**config.mk**
```make
export PLATFORM = sky130hd
export DESIGN_NAME = xcorr_peak_scheduler
export DESIGN_NICKNAME = d
export VERILOG_FILES = /design/src/rtl/xcorr_peak_scheduler.sv
export SDC_FILE = /design/constraint.sdc
export NUM_CORES = 1
export LEC_CHECK = 0
export BUFFER_PORTS_ARGS = -buffer_cell sky130_fd_sc_hd__buf_2
export CAP_MARGIN = 20
export CORE_ASPECT_RATIO = 1.25
export CORE_UTILIZATION = 50
export CTS_CLUSTER_SIZE = 20
export DETAILED_ROUTE_END_ITERATION = 16
export PLACE_DENSITY = 0.66
export RECOVER_POWER = 100
export SETUP_SLACK_MARGIN = 0.1
export SYNTH_ARGS = -nofsm -noshare
export SYNTH_HDL_FRONTEND = slang
export SYNTH_SLANG_ARGS = --single-unit
```
**constraint.sdc**
```tcl
create_clock -name clk -period 5.9 [get_ports clk]
set_clock_uncertainty 0.1 [all_clocks]
set_input_delay 1.18 -clock clk [delete_from_list [all_inputs] [get_ports clk]]
set_output_delay 1.18 -clock clk [all_outputs]
set_load 0.01 [all_outputs]
```
**src/rtl/xcorr_peak_scheduler.sv**
```systemverilog
// Purpose: sequences readout of the pair/lag correlation array and reports the argmax lag per pair.
// Latency: each scan takes NUM_XCORRS*NUM_LAGS cycles after a trigger; the result is visible the cycle after the last compare.
// Backpressure: a result is held until res_ready; a trigger that arrives while a result is stalled is dropped and flagged on overrun.
module xcorr_peak_scheduler #(
  parameter int NUM_BITS_XCORR    = 31,
  parameter int NUM_XCORRS        = 6,
  parameter int MAX_SAMPLES_DELAY = 11,
  parameter int WARMUP_SAMPLES    = 100,
  parameter int UPDATE_INTERVAL   = 100,
  localparam int NUM_LAGS = 2*MAX_SAMPLES_DELAY+1,
  localparam int LAG_W    = $clog2(NUM_LAGS)+1,
  localparam int PAIR_W   = $clog2(NUM_XCORRS),
  localparam int LSEL_W   = $clog2(NUM_LAGS)
) (
  input  logic                             clk,
  input  logic                             rst,
  input  logic                             enable_i,
  input  logic                             sample_strobe,
  output logic [PAIR_W-1:0]                pair_sel,
  output logic [LSEL_W-1:0]                lag_sel,
  input  logic signed [NUM_BITS_XCORR-1:0] xcorr_value,
  output logic                             res_valid,
  input  logic                             res_ready,
  output logic [NUM_XCORRS*LAG_W-1:0]      res_lags,
  output logic                             warm,
  output logic                             busy,
  output logic                             overrun
);

  localparam int CNT_MAX = (WARMUP_SAMPLES > UPDATE_INTERVAL) ? WARMUP_SAMPLES : UPDATE_INTERVAL;
  localparam int CNT_W   = $clog2(CNT_MAX+1);

  typedef enum logic [1:0] {IDLE, WARMUP, WAIT, SCAN} state_t;

  state_t state, state_nxt;

  logic [CNT_W-1:0]                 warm_cnt;
  logic [CNT_W-1:0]                 ivl_cnt;
  logic signed [NUM_BITS_XCORR-1:0] best_val;
  logic [LSEL_W-1:0]                best_lag;
  logic [NUM_XCORRS*LAG_W-1:0]      stage;
  logic [NUM_XCORRS*LAG_W-1:0]      final_lags;

  logic warm_done, start, drop, abort, scan_last;
  logic last_lag, last_pair, take;
  logic [LSEL_W-1:0] cur_lag;
  logic [LAG_W-1:0]  cur_off;

  assign last_lag  = (lag_sel == LSEL_W'(NUM_LAGS-1));
  assign last_pair = (pair_sel == PAIR_W'(NUM_XCORRS-1));
  // Lag 0 seeds the running best; afterwards only a strictly larger value wins, so ties keep the lowest lag.
  assign take      = (lag_sel == '0) || (xcorr_value > best_val);
  assign cur_lag   = take ? lag_sel : best_lag;
  assign cur_off   = LAG_W'(cur_lag) - LAG_W'(MAX_SAMPLES_DELAY);
  assign busy      = (state == SCAN);

  // State register.
  always_ff @(posedge clk or posedge rst) begin
    if (rst) state <= IDLE;
    else     state <= state_nxt;
  end

  // Next-state and one-cycle control decode; disable overrides everything and never flags overrun.
  always_comb begin
    state_nxt = state;
    warm_done = 1'b0;
    start     = 1'b0;
    drop      = 1'b0;
    abort     = 1'b0;
    scan_last = 1'b0;
    if (!enable_i) begin
      state_nxt = IDLE;
    end else begin
      case (state)
        IDLE: state_nxt = WARMUP;
        WARMUP: begin
          if (sample_strobe && warm_cnt == CNT_W'(WARMUP_SAMPLES-1)) begin
            warm_done = 1'b1;
            state_nxt = WAIT;
          end
        end
        WAIT: begin
          if (sample_strobe && ivl_cnt == CNT_W'(UPDATE_INTERVAL-1)) begin
            if (res_valid && !res_ready) begin
              drop = 1'b1;
            end else begin
              start     = 1'b1;
              state_nxt = SCAN;
            end
          end
        end
        SCAN: begin
          if (sample_strobe) begin
            abort     = 1'b1;
            state_nxt = WAIT;
          end else if (last_lag && last_pair) begin
            scan_last = 1'b1;
            state_nxt = WAIT;
          end
        end
        default: state_nxt = IDLE;
      endcase
    end
  end

  // Warm-up and interval counters; a strobe that aborts a scan still counts toward the interval.
  always_ff @(posedge clk or posedge rst) begin
    if (rst) begin
      warm_cnt <= '0;
      ivl_cnt  <= '0;
      warm     <= 1'b0;
    end else if (!enable_i) begin
      warm_cnt <= '0;
      ivl_cnt  <= '0;
      warm     <= 1'b0;
    end else begin
      if (state == WARMUP && sample_strobe && !warm_done) warm_cnt <= warm_cnt + 1'b1;
      if (warm_done) warm <= 1'b1;
      if (warm_done) begin
        ivl_cnt <= '0;
      end else if ((state == WAIT || state == SCAN) && sample_strobe) begin
        ivl_cnt <= (ivl_cnt == CNT_W'(UPDATE_INTERVAL-1)) ? '0 : ivl_cnt + 1'b1;
      end
    end
  end

  // Read-mux address walk: lags fastest, then pairs; parked at zero outside a scan.
  always_ff @(posedge clk or posedge rst) begin
    if (rst) begin
      pair_sel <= '0;
      lag_sel  <= '0;
    end else if (state == SCAN && state_nxt == SCAN) begin
      if (last_lag) begin
        lag_sel  <= '0;
        pair_sel <= pair_sel + 1'b1;
      end else begin
        lag_sel <= lag_sel + 1'b1;
      end
    end else begin
      pair_sel <= '0;
      lag_sel  <= '0;
    end
  end

  // Running max for the current pair; the finished pair's offset is parked in stage.
  always_ff @(posedge clk or posedge rst) begin
    if (rst) begin
      best_val <= '0;
      best_lag <= '0;
      stage    <= '0;
    end else if (!enable_i) begin
      best_val <= '0;
      best_lag <= '0;
      stage    <= '0;
    end else if (state == SCAN) begin
      if (take) begin
        best_val <= xcorr_value;
        best_lag <= lag_sel;
      end
      if (last_lag) stage[pair_sel*LAG_W +: LAG_W] <= cur_off;
    end
  end

  // Final vector folds in the last pair's offset, which is only known during the last compare.
  always_comb begin
    final_lags = stage;
    final_lags[pair_sel*LAG_W +: LAG_W] = cur_off;
  end

  // Result handshake and overrun pulse; a pending result survives disable.
  always_ff @(posedge clk or posedge rst) begin
    if (rst) begin
      res_valid <= 1'b0;
      res_lags  <= '0;
      overrun   <= 1'b0;
    end else begin
      overrun <= drop | abort;
      if (scan_last) begin
        res_valid <= 1'b1;
        res_lags  <= final_lags;
      end else if (res_valid && res_ready) begin
        res_valid <= 1'b0;
      end
    end
  end

endmodule
```
==> summary.md <==
| Metric | Value |
|---|---|
| Status | `finished with violations` |
| Violated checks | `capacitance limit, slew limit` |
| Yosys cell types | `a little under 90` |
| DR iter-0 viols | `around 500` |
| Crit path DAT | `approximately 5.4 ns` |
| Chip width | `around 120 um` |
| Gr usage total | `0.268` |
| Rows | `51` |
| Die ar. | `between 15000 and 20000 um2` |
| DRC | `0` |
| Max_cap viols | `3` |
| Slew Limit Headroom | `-1.45` |
| RSZ-0062 raised after global routing | `false` |
| EDFF count, synth | `0` |
| Final Slew Violations | `between 150 and 200` |
| Hold slack | `0.369 ns` |
| Clock Sinks | `~140` |
| Routed WL per cell | `approximately 17 um` |
| Syn_area_per_cell | `between 9 and 10 um2` |
| Post-CTS Repair Setup Buffers | `0` |
| Post-synth top flop | `dfrtp_1` |
| CP required | `between 6 and 7 ns` |
| First-pass GRT wire length | `roughly 34000 um` |
| Seq cells post-synth | `approximately 140` |
| Total global routing overflow | `0` |
| Leakage power | `about 4.0 nW` |
| Final setup viols | `0` |
| Htree depth | `4` |
| DR pass1 iterations | `5` |
| Tmin final | `5.16 ns` |
| # diodes | `0` |
| Crit Path Category | `primary input to flip-flop` |
| Hold Buf Count CTS | `0` |
| Yosys warnings | `0` |
| VDD IR max | `around 0.15 mV` |
| Pwr dens | `230 nW/um2` |
| Tcrit/Tclk final | `0.874` |
| Ys async rst share | `1.00` |
| Max clock buf depth | `2` |
| Total power | `between 2 and 2.5 mW` |
| Worst skew pair latency | `roughly 0.42 ns` |
| DP HPWL | `14500 um` |
| Max Fclk | `around 190 MHz` |
| Mapped cell area | `between 7000 and 8000 um2` |
| Core Region | `between 15000 and 20000 um2` |
| Reg clk slew, reported paths | `roughly 0.06 ns` |
| Sequential area share after synthesis | `0.423` |
| IO Pins | `84` |
| Antenna Nets Post-Route | `0` |
| CTS resizes | `0` |
| CTS Buf Count | `17` |
| Setup TNS | `0 ns` |
| Starting Density | `0.511` |
| Fin nets | `1039` |
| Post-synthesis cell count | `between 800 and 900` |
| Critical path peak fanout | `10` |
| Vias per inst | `a little under 6` |
| Post-Route WL | `around 21000 um` |
| CTS tree | `built` |
| Worst setup SP type | `primary input` |
| HP Class | `flip-flop to flip-flop` |
| Initial antenna violation count | `0` |
| Slew @ Worst Pin | `roughly 3.7 ns` |
| Final Util | `0.580` |
| Crit end category | `flip-flop` |
| Via count | `slightly below 7000` |
| Clock Tree Root | `clkbuf_16` |
| Layout cells sized above 1 | `0.101` |
| Syn_nets | `just under 1000` |
| Die Ht | `about 140 um` |
| Buffers on Ports | `slightly above 80` |
| GPL Wtd Cong | `1.01` |
| Vias in the first global route | `approximately 6600` |
| Area growth from synthesis to final layout | `13.5%` |
| Largest net degree at the start of global routing | `96` |
| Fin. Hold Viols | `0` |
-- path summary, 6_finish.rpt --
kind / from / endpoint / slack [ns] / cells past startpoint
worst max-delay path: xcorr_value[26] / res_lags[16]$_DFFE_PP0P_ / 0.74 / 16
min in group asynchronous: rst / warm_cnt[6]$_DFFE_PP0P_ / 2.01 / 2
max in group asynchronous: rst / pair_sel[2]$_DFFE_PP0P_ / 1.59 / 2
worst min register to register: stage[12]$_DFFE_PP0P_ / stage[12]$_DFFE_PP0P_ / 0.37 / 2
worst min-delay path: stage[12]$_DFFE_PP0P_ / stage[12]$_DFFE_PP0P_ / 0.37 / 2
worst max register to register: pair_sel[0]$_DFFE_PP0P_ / stage[19]$_DFFE_PP0P_ / 1.03 / 14
-- state kept, by name, summed over array words and instances, names as in the netlist, 2 cells and up --
register,cells
best_lag,5
best_val,31
ivl_cnt,7
lag_sel,5
pair_sel,3
res_lags,36
stage,36
state,2
warm_cnt,7
-- kinds of logic (layout without fill, tap and decap cells) --
family | after synthesis | after routing | share of synthesized area
adder cells (fa/ha/maj) | 46 | 46 | 0.0729
AND/OR/NAND/NOR | 341 | 341 | 0.214
AO/OA/AOI/OAI | 247 | 247 | 0.214
multiplexers | 6 | 6 | 0.0108
XOR/XNOR | 20 | 20 | 0.0228
buffers and inverters | 86 | 175 | 0.0429
flip-flops | 135 | 135 | 0.423
-- placed cells by master (no fill, tap or decap), drive strengths merged, types with 27 or more instances in the layout --
cell    synthesis  layout
ha             45      45
nor2           84      84
and3           27      27
clkbuf         25      79
buf            12      40
a21oi          60      60
o21ai          57      57
dfrtp         135     135
a22o           33      33
inv            49      49
nand2         113     113
-- metrics by stage --
| step | instance area [um2] | std cells | setup WS [ns] |
|---|---|---|---|
| 2_1_floorplan | 8000 | 881 | 1.01 |
| 3_3_place_gp | 8610 | 1150 | 0.693 |
| 6_report | 9070 | 1182 | 0.743 |
| 4_1_cts | 9200 | 1182 | 1.05 |
| 3_5_place_dp | 8610 | 1150 | 0.664 |
| 5_1_grt | 9070 | 1182 | 0.397 |
-- metal layers --
metal,track usage,vias up,share of wire
met5,0,-,0
met4,0.105,0,0.027
met3,0.0590,41,0.042
met2,0.440,194,0.49
met1,0.343,3302,0.44
li1,-,3337,-
-- worst max-delay path, cell delays in order --
cell and delay (ns):
clkbuf_1 0.09, ha_1 0.33, a21oi_2 0.14, o21a_1 0.15, a2bb2oi_1 0.30, nand2_1 0.18, nor2_1 0.59, nor2_8 0.13
nor2_1 0.23, o21ai_0 0.14, ha_1 0.30, nand2b_1 0.18, a211oi_1 0.56, nor2_1 0.30, a221oi_1 0.50, nor2_1 0.07
-- layout make-up --
type | count | area (um2)
clock buffer | 25 | 495
clock inverter | 7 | 92.6
fill | 1450 | 6560
inverter | 49 | 184
multi-input combinational | 660 | 4240
sequential | 135 | 3380
tap | 212 | 265
timing repair buffer | 94 | 420
-- power by group --
group          switching [mW]  internal, mW  leakage (nW)
Sequential            0.00132         0.928          1.88
Combinational          0.0651        0.0306          1.85
Clock                   0.399         0.666         0.280
-- cell usage after synthesis, types with 4 or more instances --
cell type | instances | share of area
o31ai_1 | 23 | 0.022
xor2_1 | 8 | 0.0088
nor3_1 | 19 | 0.012
a21oi_1 | 59 | 0.037
o22ai_1 | 4 | 0.0031
nand2_1 | 113 | 0.053
a22oi_1 | 5 | 0.0047
nor2b_1 | 13 | 0.010
clkbuf_1 | 24 | 0.011
inv_1 | 47 | 0.022
o221ai_1 | 4 | 0.0044
xnor2_1 | 11 | 0.012
a211oi_2 | 4 | 0.0063
and2_1 | 14 | 0.011
buf_2 | 9 | 0.0056
nand2b_1 | 5 | 0.0039
nand4_1 | 13 | 0.010
ha_1 | 45 | 0.070
o21ai_1 | 8 | 0.0050
a22o_1 | 33 | 0.036
or3_1 | 6 | 0.0047
o211ai_1 | 6 | 0.0056
nor2_1 | 80 | 0.038
a32oi_1 | 4 | 0.0044
o21ai_0 | 47 | 0.029
nand3_1 | 19 | 0.012
and3_1 | 26 | 0.020
or2_2 | 4 | 0.0031
a31oi_1 | 8 | 0.0063
dfrtp_1 | 135 | 0.42
No activity file was read; power rests on OpenSTA's default activity.
